`src/rtl/spm_pkg.sv`:
```
// spm_pkg: shared types and defaults for the serial-parallel multiplier sequencer.
package spm_pkg;

  typedef enum logic [2:0] {
    IDLE,
    LOAD,
    SHIFT,
    DRAIN,
    DONE
  } spm_state_e;

  localparam int unsigned SPM_WIDTH = 64;
  localparam int unsigned SPM_LAT   = 1;

  // Counter width able to hold 2*w without wrapping.
  function automatic int unsigned spm_cnt_w(input int unsigned w);
    return $clog2(2 * w) + 1;
  endfunction

endpackage

```
`src/rtl/spm_ctrl_deser.sv`:
```
// spm_ctrl_deser: delays shift by LAT to mark valid p_bit cycles and shifts
// the returned product bits (LSB first) into a parallel register.
module spm_ctrl_deser
  import spm_pkg::*;
#(
  parameter int unsigned WIDTH = SPM_WIDTH,
  parameter int unsigned LAT   = SPM_LAT
) (
  input  logic               clk,
  input  logic               rst_n,
  input  logic               clr,
  input  logic               flush,
  input  logic               shift,
  input  logic               p_bit,
  output logic [2*WIDTH-1:0] prod,
  output logic               cap_done
);

  localparam int unsigned    PW   = 2 * WIDTH;
  localparam int unsigned    CW   = spm_cnt_w(WIDTH);
  localparam logic [CW-1:0]  LAST = CW'(PW - 1);

  logic [LAT-1:0] dl;
  logic [CW-1:0]  cap_cnt;
  logic           mark;

  assign mark = dl[LAT-1];

  // High in the cycle whose edge captures the final product bit, so the FSM
  // leaves DRAIN exactly when prod becomes complete.
  assign cap_done = mark && (cap_cnt == LAST);

  // Delay line tracking which cycles carry a valid p_bit.
  always_ff @(posedge clk or negedge rst_n) begin
    if (!rst_n) begin
      dl <= '0;
    end else if (flush) begin
      dl <= '0;
    end else begin
      dl[0] <= shift;
      for (int unsigned i = 1; i < LAT; i++) begin
        dl[i] <= dl[i-1];
      end
    end
  end

  // Capture counter and product shift register.
  always_ff @(posedge clk or negedge rst_n) begin
    if (!rst_n) begin
      cap_cnt <= '0;
      prod    <= '0;
    end else if (clr) begin
      cap_cnt <= '0;
      prod    <= '0;
    end else if (flush) begin
      cap_cnt <= '0;
    end else if (mark) begin
      cap_cnt <= cap_cnt + CW'(1);
      prod    <= {p_bit, prod[PW-1:1]};
    end
  end

endmodule

```
`src/rtl/spm_ctrl.sv`:
```
// spm_ctrl: sequencer for the serial-parallel multiplier datapath.
// Optional feature macro SPM_CTRL_ABORT_EN adds an abort input.
module spm_ctrl
  import spm_pkg::*;
#(
  parameter int unsigned WIDTH = SPM_WIDTH,
  parameter int unsigned LAT   = SPM_LAT
) (
  input  logic               clk,
  input  logic               rst_n,
`ifdef SPM_CTRL_ABORT_EN
  input  logic               abort,
`endif
  input  logic               in_valid,
  output logic               in_ready,
  input  logic [WIDTH-1:0]   in_x,
  input  logic [WIDTH-1:0]   in_y,
  output logic               ld,
  output logic               shift,
  output logic [WIDTH-1:0]   x_par,
  output logic [WIDTH-1:0]   y_par,
  output logic               spm_clr,
  input  logic               p_bit,
  output logic [2*WIDTH-1:0] prod,
  output logic               prod_valid,
  input  logic               prod_ready,
  output logic               busy
);

  localparam int unsigned   CW   = spm_cnt_w(WIDTH);
  localparam logic [CW-1:0] LAST = CW'(2 * WIDTH - 1);

  spm_state_e     state, nxt;
  logic [CW-1:0]  scnt;
  logic           abort_hit;
  logic           cap_done;
  logic           accept;

`ifdef SPM_CTRL_ABORT_EN
  assign abort_hit = abort && ((state == LOAD) || (state == SHIFT) || (state == DRAIN));
`else
  assign abort_hit = 1'b0;
`endif

  assign accept = in_valid && (state == IDLE);

  // State register.
  always_ff @(posedge clk or negedge rst_n) begin
    if (!rst_n) state <= IDLE;
    else        state <= nxt;
  end

  // Next-state and state-decoded outputs.
  always_comb begin
    nxt        = state;
    in_ready   = 1'b0;
    ld         = 1'b0;
    spm_clr    = 1'b0;
    shift      = 1'b0;
    prod_valid = 1'b0;
    busy       = (state != IDLE);
    case (state)
      IDLE: begin
        in_ready = 1'b1;
        if (in_valid) nxt = LOAD;
      end
      LOAD: begin
        ld      = 1'b1;
        spm_clr = 1'b1;
        nxt     = SHIFT;
      end
      SHIFT: begin
        shift = 1'b1;
        if (scnt == LAST) nxt = DRAIN;
      end
      DRAIN: begin
        if (cap_done) nxt = DONE;
      end
      DONE: begin
        prod_valid = 1'b1;
        if (prod_ready) nxt = IDLE;
      end
      default: nxt = IDLE;
    endcase
`ifdef SPM_CTRL_ABORT_EN
    if (abort_hit) nxt = IDLE;
`endif
  end

  // Shift counter: counts SHIFT cycles of the current operation.
  always_ff @(posedge clk or negedge rst_n) begin
    if (!rst_n)                        scnt <= '0;
    else if (ld || abort_hit)          scnt <= '0;
    else if (state == SHIFT)           scnt <= scnt + CW'(1);
  end

  // Operand capture on accept; held until the next accept.
  always_ff @(posedge clk or negedge rst_n) begin
    if (!rst_n) begin
      x_par <= '0;
      y_par <= '0;
    end else if (accept) begin
      x_par <= in_x;
      y_par <= in_y;
    end
  end

  spm_ctrl_deser #(
    .WIDTH (WIDTH),
    .LAT   (LAT)
  ) u_deser (
    .clk      (clk),
    .rst_n    (rst_n),
    .clr      (ld),
    .flush    (abort_hit),
    .shift    (shift),
    .p_bit    (p_bit),
    .prod     (prod),
    .cap_done (cap_done)
  );

endmodule
```
`config.mk`:
```
export PLATFORM = sky130hd
export DESIGN_NAME = spm_ctrl
export DESIGN_NICKNAME = d
export VERILOG_FILES = /design/src/rtl/spm_pkg.sv /design/src/rtl/spm_ctrl_deser.sv /design/src/rtl/spm_ctrl.sv
export SDC_FILE = /design/constraint.sdc
export NUM_CORES = 1
export LEC_CHECK = 0
export ABC_AREA = 1
export BUFFER_PORTS_ARGS = -buffer_cell sky130_fd_sc_hd__buf_2
export CORE_ASPECT_RATIO = 0.6
export CORE_MARGIN = 2
export CORE_UTILIZATION = 37
export CTS_BUF_LIST = sky130_fd_sc_hd__clkbuf_16
export DETAILED_ROUTE_END_ITERATION = 6
export PLACE_DENSITY_LB_ADDON = 0.08
export SLEW_MARGIN = 20
export SYNTH_ARGS = -nofsm -noshare
export SYNTH_HDL_FRONTEND = slang
export SYNTH_HIERARCHICAL = 1
export SYNTH_SLANG_ARGS = --single-unit
```
`constraint.sdc`:
```
create_clock -name clk -period 1.6 [get_ports clk]
set_clock_uncertainty 0.2 [all_clocks]
set_input_delay 0.32 -clock clk [delete_from_list [all_inputs] [get_ports clk]]
set_output_delay 0.32 -clock clk [all_outputs]
set_load 0.005 [all_outputs]
```
### Yosys cells after proc, flatten, opt, wreduce, memory -nomap -nowiden

Index checks and enable logic that the tools add are counted.

| storage, ports and cells | value |
|---|---|
| output and inout bits | 262 |
| input port bits | 133 |
| logic and storage cells | 41 |
| register bits after elaboration | 276 |

| operators by class | value |
|---|---|
| equality and inequality tests | 10 |
| reduce and logical (&&, ||, !) cells | 7 |
| add/subtract/negate cells | 2 |
| mux-type cells | 15 |

Operators with widths:

| cell | number |
|---|---|
| 2-to-1 mux 128 bit | 2 |
| 2-to-1 mux 8 bit | 4 |
| adder 8 x 1 -> 8 bit (second input constant) | 2 |
| equality test 8 x 7 -> 1 bit (second input constant) | 2 |
| one-hot mux 3 bit (5 select lines) | 1 |
| 2-to-1 mux 3 bit | 4 |
| inequality test 2 bit (second input constant) | 4 |
| equality test 3 x 2 -> 1 bit (second input constant) | 2 |
| 2-to-1 mux 1 bit | 4 |
| AND reduction 4 bit | 1 |
| nonzero test 2 bit | 2 |
| equality test 3 x 1 -> 1 bit (second input constant) | 1 |
| equality test 3 bit (second input constant) | 1 |
| zero test 3 bit | 1 |
| nonzero test 3 bit | 1 |
| logical AND 1 bit | 2 |

### Longest topological paths before layout

Gate-level depths: netlist of the first run.

| logic depth | value |
|---|---|
| word-level depth | 4 |
| depth in mapped cells | 10 |
| depth with buffers taken out | 10 |

### Hierarchy

The synthesis of the first run kept the hierarchy.

Modules (own cells, without submodules):

| module | cells an instance | seq. area each (um2) | area each (um2) | times used |
|---|---|---|---|---|
| spm_ctrl_deser | 627 | 3428.3 | 5729.2 | 1 |
| spm_ctrl | 647 | 3478.3 | 5694.2 | 1 |

### Least setup slack after synthesis of the first run

No wires, ideal clock.

| path | value |
|---|---|
| path kind | flip-flop to flip-flop |
| from | register state[1] |
| to | register u_deser.prod[100] |
| path slack | -0.167 ns |
| stages on the path, launching flop included | 9 |
| data arrival time | 1.441 ns |
| library setup time | 0.126 ns |
| buffers on the path | 2 |
| cells stage by stage | dfrtp_1 inv_1 nand3_1 inv_1 inv_1 buf_2 buf_2 nand3_1 o21ai_0 |

| between the ends | value |
|---|---|
| longest elaborated chain between the ends | 3 |
| elaborated cells on any way between the ends | 4 |

RTL lines:

| what | line | RTL |
|---|---|---|
| start: declaration | spm_ctrl.sv:33 | `spm_state_e state, nxt;` |
| start signal: assignment | spm_ctrl.sv:50 | `else state <= nxt;` |
| equality test 3 x 1 -> 1 bit (*) | spm_ctrl.sv:62 | `case (state)` |
| 2-to-1 mux 1 bit (*) | spm_ctrl.sv:62 |  |
| via ld | spm_ctrl.sv:18 | `output logic ld,` |
| 2-to-1 mux 128 bit / nonzero test 2 bit (equally long branches) | - |  |
| end signal: assignment | spm_ctrl_deser.sv:59 | `prod <= {p_bit, prod[PW-1:1]};` |
| end: declaration | spm_ctrl_deser.sv:15 | `output logic [2*WIDTH-1:0] prod,` |

Mark *: on every way through the listed nets, which the timed path passes. The rest lies on a longest branch.
A chain may end at the register's enable or synchronous reset.

### Worst setup path after layout of the first run

| path | value |
|---|---|
| from | register state[1] |
| to | output port busy |

| between the ends | value |
|---|---|
| longest elaborated chain between the ends | 1 |

RTL lines:

| what | line | RTL |
|---|---|---|
| nonzero test 3 bit | spm_ctrl.sv:61 | `busy = (state != IDLE);` |
| end: declaration | spm_ctrl.sv:27 | `output logic busy` |

No other way between the ends.

==> results of run 1 <==
[metrics by stage]
| step | area [µm²] | worst slack [ps] | TNS (ps) | hold WS [ps] | utilization, % |
|---|---|---|---|---|---|
| after floorplan | 11400 | 2.38 | 0 | -176 | - |
| after detailed placement | 14200 | -57.7 | -2350 | -6.60 | 47.0 |
| after global placement | 14200 | -44.4 | -708 | -11.1 | 47.0 |
| after global routing | 21300 | -475 | -90790 | 8.40 | 70.6 |
| after CTS | 19000 | -437 | -84350 | 0.603 | 63.1 |
| final | 21300 | -411 | -64060 | 13.4 | 70.6 |
[path summary, 6_finish.rpt]
check | slack, ps | start | depth (start not counted) | end
setup / recovery | -410 | state[1] | 5 | busy
hold / removal | 10 | rst_n | 2 | x_par[39]
setup reg to reg | -370 | state[1] | 10 | x_par[16]
hold reg to reg | 270 | y_par[30] | 2 | y_par[30]
max in group asynchronous | 600 | rst_n | 3 | u_deser/prod[60]
min in group clk | 270 | y_par[30] | 2 | y_par[30]
[power by group through the flow]
stage	clock [W]	combinational, W	sequential [W]
3_3_place_gp	0	0.00100	0.00759
5_1_grt	0.00754	0.00222	0.00744
2_1_floorplan	0	0.000251	0.00757
4_1_cts	0.00723	0.00170	0.00740
3_5_place_dp	0	0.00101	0.00759
6_report	0.00712	0.00206	0.00742
[timing repair]
| item | 4_1_cts | 5_1_grt |
|---|---|---|
| setup endpoints to repair | 360 | 527 |
| buffers inserted | 157 | 78 |
| pin swaps | 31 | 65 |
| hold buffers | 132 | 0 |
| gates resized for setup | 194 | 381 |
| endpoints found under the hold margin | 406 | 0 |
| cloned | 28 | 23 |
[synthesized netlist by cell type, types with 3 or more instances]
| cell type | number |
|---|---|
| a21oi_1 | 11 |
| buf_2 | 60 |
| buf_4 | 21 |
| buf_6 | 4 |
| clkbuf_1 | 14 |
| dfrtp_1 | 276 |
| inv_1 | 27 |
| inv_2 | 3 |
| nand2_1 | 419 |
| nand2_2 | 3 |
| nand3_1 | 270 |
| nor2_1 | 15 |
| nor2_4 | 3 |
| o21ai_0 | 129 |
| o21ai_1 | 7 |
[per-layer routing]
| metal | up-vias | global-route usage (%) | part of all wire, % |
|---|---|---|---|
| met4 | 0 | 7.20 | 2.8 |
| met5 | - | 0 | 0 |
| met1 | 6055 | 34.9 | 44 |
| met3 | 89 | 4.76 | 5.8 |
| met2 | 416 | 39.9 | 47 |
| li1 | 5849 | - | - |
[registers in the layout (all words and copies together) (netlist names)]
| signal | flops |
|---|---|
| state | 3 |
| u_deser/dl | 1 |
| scnt | 8 |
| x_par | 64 |
| y_par | 64 |
| u_deser/cap_cnt | 8 |
| u_deser/prod | 128 |
[logic make-up after synthesis]
logic type	after synthesis	synth area share, %
AOI/OAI and AO/OA	149	6.55
adders and majority gates	2	0.219
buffers and inverters	130	5.88
DFF	276	60.5
other	1	0.0328
and+or+nand+nor	716	26.9
[area by class of cell]
| type | instances | area (µm²) | share of cell area (%) |
|---|---|---|---|
| clock buffers | 29 | 726 | 3.41 |
| flip-flops and latches | 276 | 6910 | 32.4 |
| well taps | 408 | 510 | 2.40 |
| multi-input cells | 872 | 5030 | 23.6 |
| inverters | 30 | 139 | 0.652 |
| repair inverters | 3 | 76.3 | 0.358 |
| repair buffers | 873 | 7660 | 35.9 |
| clock inverters | 22 | 254 | 1.19 |
[critical path: cells and delay by family (launching register included)]
kind | cells | cell delay, ps
flops | 1 | 440
buf+inv | 4 | 380
simple gates | 1 | 130
==> impl_metrics.ini, run 1 <==
[run_status]
outcome = complete, but fails checks
violations = setup timing

[sta]
hold_viol = 0
rsz0062_at_grt = yes
max_freq_ghz = 0.497
fin_ws_ps = -411
slew_violations = 0
min_period_over_period_pct = 126
setup_violations = 335
period_needed_ps = 2010

[routing]
drc = 0
vias = 12409
first_pass_iters = 5
drt_iter0_markers = 723
wire_per_inst_um = 18.0
drt_wl_total_mm = 45.2
ant_nets = 0
vias_per_cell = 4.94

[global_routing]
grt_max_degree = 70
antenna_found_initial = 0
grt_pass1_vias = 11843
grt_use_total_pct = 25.1
grt_pass1_wl_mm = 64.7
overflow = 0

[synth]
yosysSeqAreaShare_pct = 60.5
synth_top_area_share_pct = 60.5
synth.distinct_cells = 23
synth_top_flop_cell = dfrtp_1
synth_area_mm2 = 0.0114
synth_warnings = 6
synth_edf_count = 0
syn_inst = 1274
ys_top_cells_by_area = dfrtp_1, nand2_1, nand3_1, o21ai_0, buf_2
async_reset_ff_share_pct = 100
avgSynthCellArea_um2 = 8.97
ys_ff_latch = 276
yosysTopAreaCell = dfrtp_1

[floorplan]
initial_utilization_pct = 37.9
die_h_um = 140
die_width_um = 231
fp.dieArea_mm2 = 0.0323
placement_rows = 49
coreArea_mm2 = 0.0302
num_io_pins = 395

[final_layout]
fill_cells = 2274
syn2layout_area_growth_pct = 86.5
layout.nets = 2219
instances_no_fill = 2513
drive_gt1_share_pct = 49.6
layout_common_cells = buf_2, nand2_1, dfrtp_1, buf_4, nand3_1
layout_commonest_cell = buf_2
antenna_cells = 0

[cts]
cts_tree = built
clk_latency_ps = 550
cts_sinks = 276
clk_pin_slew_ps = 60
htree_levels = 1
cts_buffers = 28
clockBufferDepth = 3
cts-root-buf = clkbuf_16

[power_and_ir_drop]
seqPwrFrac_pct = 44.7
irDropWorstVdd_v = 0.000669
p_sw_w = 0.00398
total_power_w = 0.0166
powerDensity_mw_per_mm2 = 779
swShare_pct = 24.0
leakage_nw = 11.1
intPower_w = 0.0126
clockPowerShare_pct = 42.9
power_frac_comb_pct = 12.4

[setup_path]
max_stage_delay_ps = 440
critPathSlowestCell = dfrtp_2
crit_top_cell = buf_6
cp-start-kind = register
cp_max_fo = 4
cp.arrival_ps = 1490
required_ps = 1080
crit_chain = buf_6, nor2_4, buf_12, inv_4, buf_6
end_kind = primary output
path_class = register to primary output

[place]
place.gp.congestion = 0.817
dp_hpwl_mm = 23.7
place_inst = 2049
io_buffers = 394

[worst_hold_path]
min-delay-path-class = input port to asynchronous set/reset pin

[job]
maxCapViolCount = 0
Power figures use the tool's default switching activity.
==> inputs of run 2 (changes only) <==
--- a/config.mk
+++ b/config.mk
@@ -12,9 +12,9 @@
 export CORE_UTILIZATION = 37
 export CTS_BUF_LIST = sky130_fd_sc_hd__clkbuf_16
 export DETAILED_ROUTE_END_ITERATION = 6
-export PLACE_DENSITY_LB_ADDON = 0.08
 export SLEW_MARGIN = 20
 export SYNTH_ARGS = -nofsm -noshare
 export SYNTH_HDL_FRONTEND = slang
 export SYNTH_HIERARCHICAL = 1
 export SYNTH_SLANG_ARGS = --single-unit
+export TNS_END_PERCENT = 1
==> run 2 against run 1 <==
Net effect:
- the run still ends with setup timing left
- clock-buffer cell count unchanged
- first-iteration DRC count decreased by 12%
- wire length decreased by 19%
- cell area decreased by 21%
- flip-flop and latch count unchanged
- sequential power increased by 0.7%
- die area unchanged
- register-to-register slack improved by 190 ps
- sequential share of layout area increased by 8.4 points
- final cell count decreased by 10%
- critical path depth increased by 1
- via count decreased by 12%
- largest cell class is now flip-flops and latches
- largest power group unchanged
==> impl_metrics.ini, run 2 (same netlist as run 1, synthesis figures left out) <==
[floorplan]
die_width_um = 231
die_h_um = 140
coreArea_mm2 = 0.0302
fp.dieArea_mm2 = 0.0323
placement_rows = 49
initial_utilization_pct = 37.9
num_io_pins = 395

[setup_path]
end_kind = primary output
path_class = register to primary output
cp_max_fo = 4
cp-start-kind = register
cp.arrival_ps = 1510
required_ps = 1080

[final_layout]
top_regs = u_deser/prod: 128 flops, x_par: 64 flops, y_par: 64 flops
layout.nets = 1957
largest_register_ffs = 128
fill_cells = 2654
syn2layout_area_growth_pct = 48.0
layout_commonest_cell = nand2_1
drive_gt1_share_pct = 30.4
antenna_cells = 0
layout_common_cells = nand2_1, buf_2, dfrtp_1, nand3_1, dlygate4sd3_1
postLayoutCellArea_mm2 = 0.0169
regMostFlops = u_deser/prod

[routing]
drt_wl_total_mm = 36.4
wire_per_inst_um = 16.2
vias = 10869
drc = 0
first_pass_iters = 5
ant_nets = 0
drt_iter0_markers = 636
vias_per_cell = 4.83

[global_routing]
grt_pass1_vias = 10781
overflow = 0
grt_pass1_wl_mm = 58.1
grt_use_total_pct = 22.3
grt_max_degree = 82
antenna_found_initial = 0

[power_and_ir_drop]
irDropWorstVdd_v = 0.000650
powerDensity_mw_per_mm2 = 890
leakage_nw = 9.09

[sta]
slew_violations = 0
period_needed_ps = 2030
max_freq_ghz = 0.493
hold_viol = 0
slew_headroom_pct = 63.3
tightest_slew_ps = 550
rsz0062_at_grt = yes
fin_ws_ps = -430
setup_violations = 350
whs_ps = 193
min_period_over_period_pct = 127

[cts]
htree_levels = 1
cts-root-buf = clkbuf_16
clockBufferDepth = 3
cts_sinks = 276
clk_pin_slew_ps = 60
cts_tree = built
cts_buffers = 28
clk_latency_ps = 550

[job]
maxCapViolCount = 0

[run_status]
violations = setup timing
outcome = complete, but fails checks

[place]
dpl_cell_area_mm2 = 0.0143
dp_hpwl_mm = 24.3
io_buffers = 394
place.gp.congestion = 0.844

[worst_hold_path]
min-delay-path-class = input port to asynchronous set/reset pin
## run 2: layout make-up
type                       count  area (µm²)  share of cell area, %
timing repair buffer         616        4540                   26.8
tap                          408         510                   3.02
clock inverter                22         131                  0.777
inverter                      30         123                  0.725
clock buffer                  29         726                   4.29
multi-input combinational    870        3970                   23.5
sequential                   276        6910                   40.9
## run 2: repair_timing
action,4_1_cts,5_1_grt
pin swaps,11,38
setup endpoints to repair,311,529
hold endpoints to repair,406,0
resized for setup,95,86
cloned,0,0
hold buffers,134,0
buffers inserted,5,4
## run 2: routing by layer
layer / vias up / GRT usage [%] / wire (µm)
met5: - / 0 / 0
met4: 0 / 7.98 / 1260
met3: 85 / 5.52 / 2280
met2: 343 / 35.3 / 16800
met1: 5157 / 29.9 / 16000
li1: 5284 / - / -
## run 2: worst max-delay path, stage by stage (launching register included)
cell     delay (ps)
dfrtp_2         450
inv_2            60
nand2_2          60
nor2_4          140
buf_12          130
inv_2            20
buf_2           110
## run 2: worst paths after layout
check | cells after the start | to | startpoint | slack [ps]
max | 6 | busy | state[0] | -430
min | 3 | scnt[4] | rst_n | 190
max reg2reg | 8 | x_par[0] | state[0] | -180
min reg2reg | 2 | x_par[23] | x_par[23] | 270
max in group asynchronous | 3 | x_par[21] | rst_n | 360
min in group clk | 2 | x_par[23] | x_par[23] | 270
## run 2: power breakdown
| part | internal [W] | leakage, nW | switching (W) |
|---|---|---|---|
| combinational | 0.000727 | 5.09 | 0.000622 |
| clock | 0.00343 | 0.422 | 0.00280 |
| sequential | 0.00724 | 3.58 | 0.000230 |
| total | 0.0114 | 9.09 | 0.00365 |
## run 2: stage by stage
step                utilization [%]  setup slack (ps)  power, W  std cells  setup TNS, ps
finish                         56.0              -430    0.0150       2251         -27120
global route                   56.0              -517    0.0157       2251         -60490
CTS                            55.4              -506    0.0152       2247         -30600
detailed placement             47.6             -31.4   0.00863       2057           -518
global placement               47.6             -44.9   0.00861       2057          -56.7
floorplan                         -              2.38   0.00782       1276              0
